[config.mk]
export PLATFORM = sky130hd
export DESIGN_NAME = stream_pkt_gen
export DESIGN_NICKNAME = d
export VERILOG_FILES = /design/src/rtl/stream_pkt_gen.sv
export SDC_FILE = /design/constraint.sdc
export NUM_CORES = 1
export LEC_CHECK = 0
export ABC_AREA = 1
export BUFFER_PORTS_ARGS = -buffer_cell sky130_fd_sc_hd__buf_4
export CAP_MARGIN = 5
export CORE_ASPECT_RATIO = 0.5
export CORE_MARGIN = 2
export CORE_UTILIZATION = 60
export CTS_CLUSTER_DIAMETER = 30
export DETAILED_ROUTE_END_ITERATION = 16
export GPL_TIMING_DRIVEN = 0
export MAX_ROUTING_LAYER = met4
export PLACE_DENSITY = 0.8
export SYNTH_ARGS = -nofsm -noshare
export SYNTH_HDL_FRONTEND = slang
export SYNTH_SLANG_ARGS = --single-unit
[constraint.sdc]
create_clock -name clk_ -period 2.7 [get_ports clk_]
set_clock_uncertainty 0.2 [all_clocks]
set_input_delay 0.135 -clock clk_ [delete_from_list [all_inputs] [get_ports clk_]]
set_output_delay 0.135 -clock clk_ [all_outputs]
set_load 0.02 [all_outputs]
[src/rtl/stream_pkt_gen.sv]
// Valid/ready packet stimulus source: pkt_num packets of pkt_len beats, incrementing or LFSR payload (PKT_GEN_LFSR_EN).
// Latency: start accepted at edge N -> first beat valid in cycle N+1; done pulses the cycle after the final handshake.
// Backpressure: m_valid never waits on m_ready; data/last hold while stalled; no bubbles between beats or packets.
module stream_pkt_gen #(
    parameter int          DATA_W        = 32,
    parameter int          LEN_W         = 16,
    parameter int          WARMUP_CYCLES = 5,
    parameter logic [31:0] LFSR_SEED     = 32'hACE10001
) (
    input  logic              clk_,
    input  logic              rst,
    input  logic              start,
    input  logic [LEN_W-1:0]  pkt_len,
    input  logic [LEN_W-1:0]  pkt_num,
    output logic              ready_o,
    output logic              busy,
    output logic              done,
    output logic              m_valid,
    input  logic              m_ready,
    output logic [DATA_W-1:0] m_data,
    output logic              m_last,
    output logic [LEN_W-1:0]  pkt_cnt
);

    typedef enum logic [1:0] {S_WARMUP, S_IDLE, S_SEND, S_DONE} state_t;

    localparam logic [31:0] WARM = WARMUP_CYCLES[31:0];

    state_t             r_state;
    logic [31:0]        r_wcnt;
    logic [LEN_W-1:0]   r_len;
    logic [LEN_W-1:0]   r_num;
    logic [LEN_W-1:0]   r_beat;
    logic [LEN_W-1:0]   r_pkt;
    logic               r_valid;
    logic               r_ready;
    logic               r_busy;
    logic               r_done;

    logic               w_hs;
    logic               w_load;
    logic               w_last_beat;
    logic               w_final_pkt;

    assign w_hs        = r_valid && m_ready;
    assign w_load      = (r_state == S_IDLE) && start;
    assign w_last_beat = (r_beat == (r_len - LEN_W'(1)));
    assign w_final_pkt = ((r_pkt + LEN_W'(1)) == r_num);

    assign ready_o = r_ready;
    assign busy    = r_busy;
    assign done    = r_done;
    assign m_valid = r_valid;
    assign m_last  = r_valid && w_last_beat;
    assign pkt_cnt = r_pkt;

    // A zero warm-up still spends the first edge here so reset keeps every output low.
    always_ff @(posedge clk_ or negedge rst) begin
        if (!rst) begin
            r_state <= S_WARMUP;
            r_wcnt  <= '0;
            r_len   <= '0;
            r_num   <= '0;
            r_beat  <= '0;
            r_pkt   <= '0;
            r_valid <= 1'b0;
            r_ready <= 1'b0;
            r_busy  <= 1'b0;
            r_done  <= 1'b0;
        end else begin
            r_done <= 1'b0;
            unique case (r_state)
                S_WARMUP: begin
                    if ((r_wcnt + 32'd1) >= WARM) begin
                        r_state <= S_IDLE;
                        r_ready <= 1'b1;
                    end else begin
                        r_wcnt <= r_wcnt + 32'd1;
                    end
                end
                S_IDLE: begin
                    if (start) begin
                        r_len   <= (pkt_len == '0) ? LEN_W'(1) : pkt_len;
                        r_num   <= pkt_num;
                        r_beat  <= '0;
                        r_pkt   <= '0;
                        r_ready <= 1'b0;
                        if (pkt_num == '0) begin
                            r_state <= S_DONE;
                            r_done  <= 1'b1;
                        end else begin
                            r_state <= S_SEND;
                            r_valid <= 1'b1;
                            r_busy  <= 1'b1;
                        end
                    end
                end
                S_SEND: begin
                    if (w_hs) begin
                        if (w_last_beat) begin
                            r_beat <= '0;
                            r_pkt  <= r_pkt + LEN_W'(1);
                            if (w_final_pkt) begin
                                r_state <= S_DONE;
                                r_valid <= 1'b0;
                                r_busy  <= 1'b0;
                                r_done  <= 1'b1;
                            end
                        end else begin
                            r_beat <= r_beat + LEN_W'(1);
                        end
                    end
                end
                S_DONE: begin
                    r_state <= S_IDLE;
                    r_ready <= 1'b1;
                end
                default: r_state <= S_WARMUP;
            endcase
        end
    end

`ifdef PKT_GEN_LFSR_EN
    logic [31:0] r_lfsr;

    // Right-shifting Galois LFSR; taps folded in when the shifted-out bit is 1.
    always_ff @(posedge clk_ or negedge rst) begin
        if (!rst) begin
            r_lfsr <= '0;
        end else if (w_load) begin
            r_lfsr <= LFSR_SEED;
        end else if (w_hs) begin
            r_lfsr <= r_lfsr[0] ? ((r_lfsr >> 1) ^ 32'h80200003) : (r_lfsr >> 1);
        end
    end

    assign m_data = r_lfsr[DATA_W-1:0];
`else
    logic [DATA_W-1:0] r_data;

    always_ff @(posedge clk_ or negedge rst) begin
        if (!rst) begin
            r_data <= '0;
        end else if (w_load) begin
            r_data <= '0;
        end else if (w_hs) begin
            r_data <= r_data + DATA_W'(1);
        end
    end

    assign m_data = r_data;
`endif

endmodule

# Yosys cells after proc, flatten, opt, wreduce, memory -nomap -nowiden
# Cells that the tools add are included.
dict set report classes {
  add_sub_neg 5
  order_cmp 1
  n_eq_ne 11
  n_mux 32
  n_bitwise 1
  n_reduce_logical 16
}
# cell count
set op_table {}
lappend op_table {{$mux 16} 6}
lappend op_table {{$add 32x1->32 const B} 2}
lappend op_table {{$mux 32} 2}
lappend op_table {{$pmux 16 s2} 2}
lappend op_table {{$add 16x1->16 const B} 2}
lappend op_table {{$eq 16x16->1} 2}
lappend op_table {{$ge 32x3->1 const B} 1}
lappend op_table {{$logic_not 16->1} 2}
lappend op_table {{$sub 16x1->16 const B} 1}
lappend op_table {{$mux 1} 13}
lappend op_table {{$ne 2x2->1 const B} 6}
lappend op_table {{$mux 2} 5}
lappend op_table {{$pmux 2 s4} 1}
lappend op_table {{$reduce_and 3->1} 2}
lappend op_table {{$reduce_and 6->1} 1}
lappend op_table {{$reduce_and 5->1} 1}
lappend op_table {{$eq 2x2->1 const B} 2}
lappend op_table {{$pmux 1 s2} 2}
lappend op_table {{$reduce_and 2->1} 2}
lappend op_table {{$reduce_and 4->1} 1}
lappend op_table {{$reduce_bool 2->1} 2}
lappend op_table {{$logic_and 1x1->1} 3}
lappend op_table {{$pmux 1 s3} 1}
lappend op_table {{$reduce_bool 3->1} 1}
lappend op_table {{3 further kinds} 3}
dict set report totals {
  regBits 133
  in_bits 36
  out_inout_bits 53
  wordCells 76
}

# Logic depth before layout (Yosys ltp)
dict set report logic_depth {
  ltp_word 6
  mapped_depth 18
  mapped_depth_nobuf 17
}

# Worst setup path before layout
# No wires, ideal clock.
dict set report synth_path {
  path_kind {register -> register}
  start {register r_pkt[0] (netlist: pkt_cnt[0])}
  end {register r_state[1]}
  setup_time_ns 0.117
  t_arrival_ns 2.048
  required_ns 2.383
  path_slack_ns 0.335
  path_stages_with_launch 17
  n_path_buf 0
  period_less_slack_ns 2.365
  path_cell_list {dfrtp_1 ha_1 nand2_1 nor2_2 nand2_1 inv_1 nand2_1 nand2_1 nand2_1 nand2_1 nand3_1 nor2_1 nand3_1 nand2_1 nand2_1 nand2_1 nand2_1}
}
dict set report synth_between {
  elab_chain_len 4
}
# item line_no
set synth_lines {}
lappend synth_lines {{start: declaration} 34} ;# logic [LEN_W-1:0] r_pkt;
lappend synth_lines {{start signal: assignment} 102} ;# r_pkt <= r_pkt + LEN_W'(1);
lappend synth_lines {{$add 16x1->16} 48} ;# assign w_final_pkt = ((r_pkt + LEN_W'(1)) == r_num);
lappend synth_lines {{$eq 16x16->1} 48}
lappend synth_lines {{$ne 2x2->1 (no source line)} n/a}
lappend synth_lines {{$reduce_and 5->1 (no source line)} n/a}
lappend synth_lines {{end signal: assignment} 60} ;# r_state <= S_WARMUP;
lappend synth_lines {{end signal: assignment} 75} ;# r_state <= S_IDLE;
lappend synth_lines {{end signal: assignment} 89} ;# r_state <= S_DONE;
lappend synth_lines {{end: declaration} 29} ;# state_t r_state;
# No other way between the ends.
# A chain may end at the register's enable or synchronous reset.

# Final worst setup path
dict set report layout_path {
  start {register r_wcnt[8]}
  end {register r_wcnt[2]}
}
dict set report layout_between {
  elab_chain_len 4
}
# item line_no
set layout_lines {}
lappend layout_lines {{start: declaration} 30} ;# logic [31:0] r_wcnt;
lappend layout_lines {{start signal: assignment} 78} ;# r_wcnt <= r_wcnt + 32'd1;
lappend layout_lines {{$add 32x1->32} 74} ;# if ((r_wcnt + 32'd1) >= WARM) begin
lappend layout_lines {{$ge 32x3->1} 74}
lappend layout_lines {{$not 1->1 (no source line)} n/a}
lappend layout_lines {{$reduce_and 2->1 (no source line)} n/a}
# No other way between the ends.

==> implementation parameters <==
Parameter                              Value

Global route
  Leftover overflow at the end of global routing    0
  Antenna violations before repair    0
  Largest net degree at the start of global routing    87
  Overall fraction of global-route tracks in use    0.332
  First-pass GRT wire length    37700 µm
  Vias in the first global route    8037

Clocking
  Max H-tree Level    4
  Buffer depth of the longest clock path    2
  Num Clock Sinks    133
  Buffer type at the clock tree root    sky130_fd_sc_hd__clkbuf_16
  Clock buffer count from CTS    17
  Clock tree from TritonCTS    yes
  Clock insertion delay at the later pin of the skew report    430 ps
  CTS clock-pin slew for the worst setup and hold paths    60 ps

Detailed routing
  Vias/cell    5.40
  Final routed wirelength across all metal layers    23700 µm
  Vias    8605
  Initial detailed-routing violation count    697
  Number of nets with antenna violations after routing    0
  Count of unresolved DRC violations after routing    0
  Post-detailed-route wirelength per cell    14.9 µm
  Number of iterations in the first detailed-routing pass    5

Layout
  Final nets    1434
  Share of final-layout standard cells stronger than drive strength 1    0.139
  Total of fill cells in the finished design    1084
  Syn-to-layout area delta    24.1%
  Diode insertion count for antenna repair    0

Floorplanning
  X dimension of the die    172 µm
  Initial cell density of the core    0.619
  Die Area    0.0151 mm²
  Row count    30
  Top Ports    89
  Chip Height    87.9 µm
  Core Box Area    0.0137 mm²

Timing
  Final min period    2610 ps
  Final setup violation count    0
  Actual slew at the worst max-slew pin    632 ps
  Final-report hold violation count    0
  Number of max-slew violations in the final report    0
  RSZ-0062 raised after global routing    yes
  Worst hold slack across all endpoints    16.7 ps
  Post-route fraction of the period consumed by the critical path    0.967
  Maximum operating frequency    383 MHz
  Slew margin rel.    0.578

Logic synthesis
  Leading area contributor after synthesis    sky130_fd_sc_hd__dfrtp_1
  Synthesis Warnings    0
  Share of synthesized flip-flops with an asynchronous set or reset    1.00
  Count of flip-flops with a built-in enable after synthesis    0
  Synthesized area divided by synthesized cell count    6.83 µm²
  Post-synth top area share    0.394
  Share of the yosys chip area belonging to registers    0.394
  Number of distinct library cells after synthesis    41
  Post-Synthesis Cells    1238
  Net count after synthesis    1283
  Primary FF master, synth    sky130_fd_sc_hd__dfrtp_1
  Synthesis-stage register bit count    133
  Leading cell types by total area after synthesis    sky130_fd_sc_hd__dfrtp_1, sky130_fd_sc_hd__nand2_1, sky130_fd_sc_hd__inv_1
  Synthesized cell area    0.00845 mm²

Pwr
  Static leakage    4.97 nW
  PwrDens    736 mW/mm²
  Max IR drop VDD    0.538 mV
  PnR Total Power    7.72 mW

Hold path
  Path class of the lowest-slack min-delay path    in2async

Critical path
  Critical path data arrival time    2720 ps
  Cell repeated most along the worst path    sky130_fd_sc_hd__nand2_1
  CP Cell Sequence    nand2_1 -> nor2_1 -> nand2_1 -> nor2_1 -> nand2_1 -> nand2_1 -> nand2_1 -> inv_1 -> nand3_1 -> nor2_1 -> nand2_2 -> nor2_8 -> buf_6 -> a21oi_1
  Required time reported for the critical path endpoint    2800 ps
  Slowest Stage Delay on Critical Path    430 ps
  Type of the setup path with the least slack    reg2reg
  Element type at the critical path end    flip-flop
  Kind of launch point of the worst setup path    flip-flop
  Critical path fanouts, max    10
  Slowest cell on the critical path    sky130_fd_sc_hd__dfrtp_1

Place
  Final RePlAce weighted congestion    0.953
  Number of I/O port buffers    88
  Post-DP HPWL    17000 µm

Run
  Max-Cap Viols    0

Outcome
  Result of the run    completed
## metrics by stage
stage | utilization | instance area, µm² | TNS (ps) | instances | setup WS (ps)
after global placement | 0.685 | 9360 | -2580 | 1518 | -151
after CTS | 0.759 | 10400 | 0 | 1588 | 4.27
after floorplan | - | 8450 | 0 | 1238 | 335
final | 0.768 | 10500 | 0 | 1593 | 89.2
after global routing | 0.768 | 10500 | -2040 | 1593 | -95.7
after detailed placement | 0.687 | 9390 | -4240 | 1519 | -226
## final cells by class
class                           count  area [µm²]  area share
Buffer                             21         125      0.0119
Clock buffer                       20         467      0.0445
Clock inverter                     11         125      0.0119
Inverter                          172         646      0.0615
Multi-Input combinational cell    913        4460       0.425
Sequential cell                   133        3330       0.317
Tap cell                          192         240      0.0229
Timing Repair Buffer              131        1090       0.104
## what timing repair did
action | CTS | global route
pin swaps | 2 | 11
buffers inserted | 3 | 4
gates cloned | 0 | 1
hold buffers | 35 | 0
endpoints found under the hold margin | 169 | 0
setup endpoints to repair | 31 | 58
resized for setup | 7 | 21
## final timing paths
kind | from | end | slack, ps | depth (start not counted)
min reg2reg | ready_o | ready_o | 280 | 2
min in group clk_ | pkt_len[15] | r_len[15] | 260 | 4
max reg2reg | r_wcnt[8] | r_wcnt[2] | 90 | 14
max in group asynchronous | rst | busy | 1450 | 3
max | r_wcnt[8] | r_wcnt[2] | 90 | 14
min | rst | r_wcnt[25] | 20 | 2
## critical path: cells and delay by family (launching register included)
kind                   cells  cell delay [ps]
AO/OA/AOI/OAI              1               70
buffers and inverters      2              240
flip-flops                 1              430
AND/OR/NAND/NOR           11             1560
## layout by cell type, fill, tap and decap left out, drive strengths merged, types with 4 or more instances in the layout
cell / netlist / final
nand2: 383 / 383
nor2: 178 / 179
inv: 172 / 173
dfrtp: 133 / 133
buf: 8 / 104
nand3: 85 / 85
o21ai: 79 / 79
dlygate4sd3: 0 / 35
a21oi: 35 / 35
clkbuf: 13 / 33
xor2: 32 / 32
nor3: 26 / 26
nand4: 24 / 24
nor4: 17 / 17
xnor2: 10 / 10
ha: 9 / 9
nand3b: 8 / 8
clkinv: 0 / 6
or2: 5 / 5
and2: 4 / 4
## registers in the layout, indices dropped and copies added, names as in the netlist
register / count
r_wcnt: 32
ready_o: 1
pkt_cnt: 16
busy: 1
r_len: 16
done: 1
r_num: 16
r_beat: 16
r_state: 2
m_data: 32
## cells in the mapped netlist, drive strengths merged, types with 10 or more instances
master and number:
nand4 24, nor4 17, a21oi 35, xor2 32
o21ai 79, xnor2 10, nand3 85, nor3 26
inv 172, nand2 383, clkbuf 13, nor2 178
dfrtp 133
## report_power, final
group / internal, mW / switching, mW / total [mW]
Combinational: 0.965 / 1.76 / 2.73
Sequential: 2.30 / 0.333 / 2.64
Clock: 1.43 / 0.926 / 2.36
Total: 4.70 / 3.02 / 7.72
## cell families after synthesis
family	count (synthesis)	synth area share
flip-flops	133	0.394
XOR/XNOR	43	0.0462
AO/OA/AOI/OAI	128	0.0805
adder cells (fa/ha/maj)	9	0.0133
AND/OR/NAND/NOR	732	0.376
buffers and inverters	193	0.0903
## layer usage
metal / track usage / share of wire / vias up
met1: 0.417 / 0.44 / 4033
met3: 0.0619 / 0.058 / 54
li1: - / - / 4236
met5: - / 0 / -
met2: 0.545 / 0.48 / 282
met4: 0.121 / 0.022 / 0
Note: power is estimated with default switching activity, not from simulation.
